### src/rtl/bcd_to_bin_seq.sv
// bcd_to_bin_seq: MSD-first multiply-by-10 BCD to binary converter; define BCD2BIN_SAT_EN to saturate on overflow
module bcd_to_bin_seq #(
  parameter int N_DIG = 4,
  parameter int N_OUT = 14
) (
  input  logic               clk,
  input  logic               rst_n,
  input  logic               start,
  input  logic [4*N_DIG-1:0] bcd_in,
  output logic               busy,
  output logic               done,
  output logic [N_OUT-1:0]   bin_out,
  output logic               err,
  output logic               ovf
);
  localparam int CW = $clog2(N_DIG + 1);
  localparam logic [N_OUT+3:0] TEN = (N_OUT + 4)'(10);
  localparam logic [N_OUT+3:0] MAX = {4'b0, {N_OUT{1'b1}}};
  typedef enum logic [1:0] {IDLE, CONV, DONE} state_t;
  state_t state, state_nxt;
  logic [4*N_DIG-1:0] sr;
  logic [N_OUT-1:0] acc, res;
  logic [CW-1:0] cnt;
  logic err_int, ovf_int;
  logic [3:0] dig;
  logic [N_OUT+3:0] step;
  assign dig = sr[4*N_DIG-1 -: 4];
  assign step = {4'b0, acc} * TEN + {{N_OUT{1'b0}}, dig};
`ifdef BCD2BIN_SAT_EN
  assign res = ovf_int ? '1 : acc;
`else
  assign res = acc;
`endif
  always_comb begin
    state_nxt = state;
    state_nxt = (state == IDLE) ? (start ? CONV : IDLE)
              : (state == CONV) ? ((cnt == CW'(N_DIG - 1)) ? DONE : CONV)
              : IDLE;
  end
  // busy/done are registered from the state, so done lands one edge after the last digit
  always_ff @(posedge clk or negedge rst_n) begin
    if (!rst_n) begin
      state   <= IDLE;
      busy    <= 1'b0;
      done    <= 1'b0;
      bin_out <= '0;
      err     <= 1'b0;
      ovf     <= 1'b0;
      sr      <= '0;
      acc     <= '0;
      cnt     <= '0;
      err_int <= 1'b0;
      ovf_int <= 1'b0;
    end else begin
      state <= state_nxt;
      busy  <= state != IDLE;
      done  <= state == DONE;
      if (state == IDLE && start) begin
        sr      <= bcd_in;
        acc     <= '0;
        cnt     <= '0;
        err_int <= 1'b0;
        ovf_int <= 1'b0;
      end
      if (state == CONV) begin
        sr      <= sr << 4;
        acc     <= step[N_OUT-1:0];
        cnt     <= cnt + CW'(1);
        err_int <= err_int | (dig > 4'd9);
        ovf_int <= ovf_int | (step > MAX);
      end
      if (state == DONE) begin
        err     <= err_int;
        ovf     <= ovf_int;
        bin_out <= err_int ? '0 : res;
      end
    end
  end
endmodule

### config.mk
export PLATFORM = sky130hd
export DESIGN_NAME = bcd_to_bin_seq
export DESIGN_NICKNAME = d
export VERILOG_FILES = /design/src/rtl/bcd_to_bin_seq.sv
export SDC_FILE = /design/constraint.sdc
export NUM_CORES = 1
export LEC_CHECK = 0
export ABC_AREA = 1
export BUFFER_PORTS_ARGS = -buffer_cell sky130_fd_sc_hd__buf_2
export CAP_MARGIN = 20
export CELL_PAD_IN_SITES_DETAIL_PLACEMENT = 1
export CELL_PAD_IN_SITES_GLOBAL_PLACEMENT = 1
export CORE_UTILIZATION = 49
export CTS_BUF_LIST = sky130_fd_sc_hd__clkbuf_8
export CTS_CLUSTER_SIZE = 16
export DETAILED_ROUTE_END_ITERATION = 8
export MAX_ROUTING_LAYER = met4
export PLACE_DENSITY_LB_ADDON = 0.1
export RECOVER_POWER = 50
export SLEW_MARGIN = 10
export SYNTH_ARGS = -nofsm -noshare
export SYNTH_HDL_FRONTEND = slang
export SYNTH_SLANG_ARGS = --single-unit
### constraint.sdc
create_clock -name clk -period 5.14 [get_ports clk]
set_clock_uncertainty 0.05 [all_clocks]
set_input_delay 0.771 -clock clk [delete_from_list [all_inputs] [get_ports clk]]
set_output_delay 0.771 -clock clk [all_outputs]
set_load 0.05 [all_outputs]
==> metrics.txt <==
hold_buf cts 0; CP Capture Type async pin; Die ar. 7580 um^2; CTS Buffer Depth 2; YS warnings 0; largest net degree at the start of global routing 56; CP top delay family buffers and inverters; First-pass DRT Iterations 4; setup violators final 0; clock-pin slew of the registers on the worst-case setup and hold paths 0.10 ns; reg2reg setup slack 2.00 ns; Slew HR -96.8%; register area share after synthesis 38.8%; hold path depth 1; Post-Route WL 9150 um; placed cell areas 3780 um^2; register area 1380 um^2; crit path max fanout 55; CTS tree done; routability cong. 0.827; final setup TNS 0 ns; area of the multi-input gates 1770 um^2; hpwl dp 7080 um; Starting Density 51.4%; GRT Total Usage 26.9%; nets@finish 545; Cells after Synth 462; Post-Syn Nets 512; fin crit share 62.7%; Place WS 2.00 ns; post-CTS sizing 0; hold path endpoint done$_DFF_PN0_; ys async rst share 100%; Netlist cell types 29; synthesized flop and latch total 55; vias in the first global route 3228; # port buffers 36; max-cap viol count 1; hold_sp state[0]$_DFF_PN0_; Num CTS Buffers 5; WP data required 4.87 ns; drc violations 0; core region area 6910 um^2; Final Hold Vio Count 0; H-Tree Depth 2; commonest non-fill, non-tap cell in the layout nand2_1; share of cells above drive strength 1 13.7%; main flop type after synthesis dfrtp_1; max-slew violation count 56; mean area per synthesized cell 7.68 um^2; initial antenna violation count 0; setup ws final 1.92 ns; number of synthesized flops with an enable pin 0; post-route cell area 3890 um^2; Critical Path Max Stage Delay 2.08 ns; Final min period 3.22 ns; cell count of the worst reg-to-reg path 18; fillers 927; vias after detailed routing 3162; Tightest Pin Transition 2.95 ns; CP max-delay cell clkbuf_1; Wirelength per Cell 15.5 um; synthesized area 3550 um^2; RSZ-0062 raised after global routing false; buffers and inverters on the worst path 2; Detail Route Antenna Nets 0; post-CTS setup buffer count 0; # rows 30; commonest non-fill, non-tap cells in the layout nand2_1 (111), inv_1 (80), dfrtp_1 (55); Hold WC Path Type reg2reg; vias per std cell 5.34; startpoint types input pin; IO Count 37; WHS 0.422 ns; Worst R2R Start acc[1]$_DFFE_PN0P_; status finished, violations left; WS Path Type in2async; RR Endpoint ovf_int$_DFFE_PN0P_; Die X 87.1 um; Remaining Overflow, GRT 0; Fmax achieved 310 MHz; Antenna diodes 0; critical-path cell list buf_2 > clkbuf_1; CTS Root Cell clkbuf_8; Detailed Route Iter0 Violations 75; worst-skew pair later-pin latency 0.31 ns; synthesis-to-finish area growth 9.66%; TritonCTS Sinks 55; first-pass GRT wire length 15400 um; WP data arrival 2.96 ns; failing checks capacitance limit, slew limit; Die Ht 87.1 um
==> state kept, by name, indices dropped and copies added, names as in the netlist <==
name / count
cnt: 3
ovf: 1
err: 1
done: 1
bin_out: 14
sr: 16
state: 2
busy: 1
ovf_int: 1
acc: 14
err_int: 1
==> cell type report <==
type	count	share of cell area, %
multi-input combinational	310	45.6
timing repair buffer	38	4.82
tap	96	3.09
clock buffer	5	1.77
clock inverter	3	1.13
inverter	85	8.20
sequential	55	35.4
==> through the flow <==
stage               cells  util, %
floorplan             462        -
global route          592     56.3
CTS                   592     56.4
finish                592     56.3
detailed placement    584     54.8
global placement      584     54.8
==> per-layer routing <==
metal | GRT usage [%] | part of all wire [%] | vias up
met5 | - | 0 | -
li1 | - | - | 1567
met1 | 35.0 | 49 | 1561
met2 | 46.7 | 49 | 29
met3 | 3.13 | 1.7 | 5
met4 | 3.18 | 0.37 | 0
==> worst reg2reg max path, stage by stage, from the launching register on <==
cell and delay (ns):
dfrtp_1 0.45, ha_1 0.31, ha_1 0.25, inv_1 0.09, fa_1 0.44, inv_1 0.15
nand3_1 0.13, nand2_2 0.11, nand2_1 0.06, nand2_2 0.07, nand2_1 0.09, nor2_4 0.14
inv_2 0.06, nor2_2 0.19, nand4_1 0.11, a21oi_1 0.17, nand2_1 0.07, nand2_1 0.06
nand2_1 0.05
==> cells in the mapped netlist, types with 2 or more instances <==
cell / instances / area, um^2
a21oi_1: 12 / 60.1
a21oi_2: 2 / 17.5
a221oi_1: 12 / 105
buf_6: 2 / 22.5
clkbuf_1: 8 / 30.0
clkbuf_8: 2 / 27.5
dfrtp_1: 55 / 1380
fa_1: 2 / 40.0
ha_1: 29 / 363
inv_1: 80 / 300
inv_2: 4 / 15.0
nand2_1: 111 / 417
nand2_2: 9 / 56.3
nand3_1: 27 / 135
nand4_1: 8 / 50.1
nor2_1: 27 / 101
nor2_2: 4 / 25.0
nor2_4: 4 / 45.0
nor3_1: 13 / 65.1
o21ai_0: 32 / 160
o22ai_1: 11 / 68.8
==> cells by family (layout without fill, tap and decap cells) <==
| kind of cell | after synthesis | count (layout) | synth area share (%) |
|---|---|---|---|
| compound gates | 73 | 73 | 12.4 |
| xor+xnor | 2 | 2 | 0.706 |
| fa+ha+maj | 31 | 31 | 11.4 |
| buf+inv | 97 | 131 | 11.3 |
| flops | 55 | 55 | 38.8 |
| simple gates | 204 | 204 | 25.5 |
==> how the worst max path moves through the flow <==
| stage | start | to | slack [ns] | cells past startpoint |
|---|---|---|---|---|
| after CTS | acc[1]$_DFFE_PN0P_ | acc[13]$_DFFE_PN0P_ | 1.98 | 16 |
| after global placement | acc[1]$_DFFE_PN0P_ | ovf_int$_DFFE_PN0P_ | 2.11 | 16 |
| after global routing | rst_n | acc[6]$_DFFE_PN0P_ | 1.36 | 2 |
| after detailed placement | acc[1]$_DFFE_PN0P_ | ovf_int$_DFFE_PN0P_ | 2.00 | 18 |
| final | rst_n | bin_out[4]$_DFFE_PN0P_ | 1.92 | 2 |
| after floorplan | acc[1]$_DFFE_PN0P_ | ovf_int$_DFFE_PN0P_ | 2.49 | 16 |
Power is not shown: default switching activity piles up to over one toggle a cycle in this logic, so the estimate is an artifact.
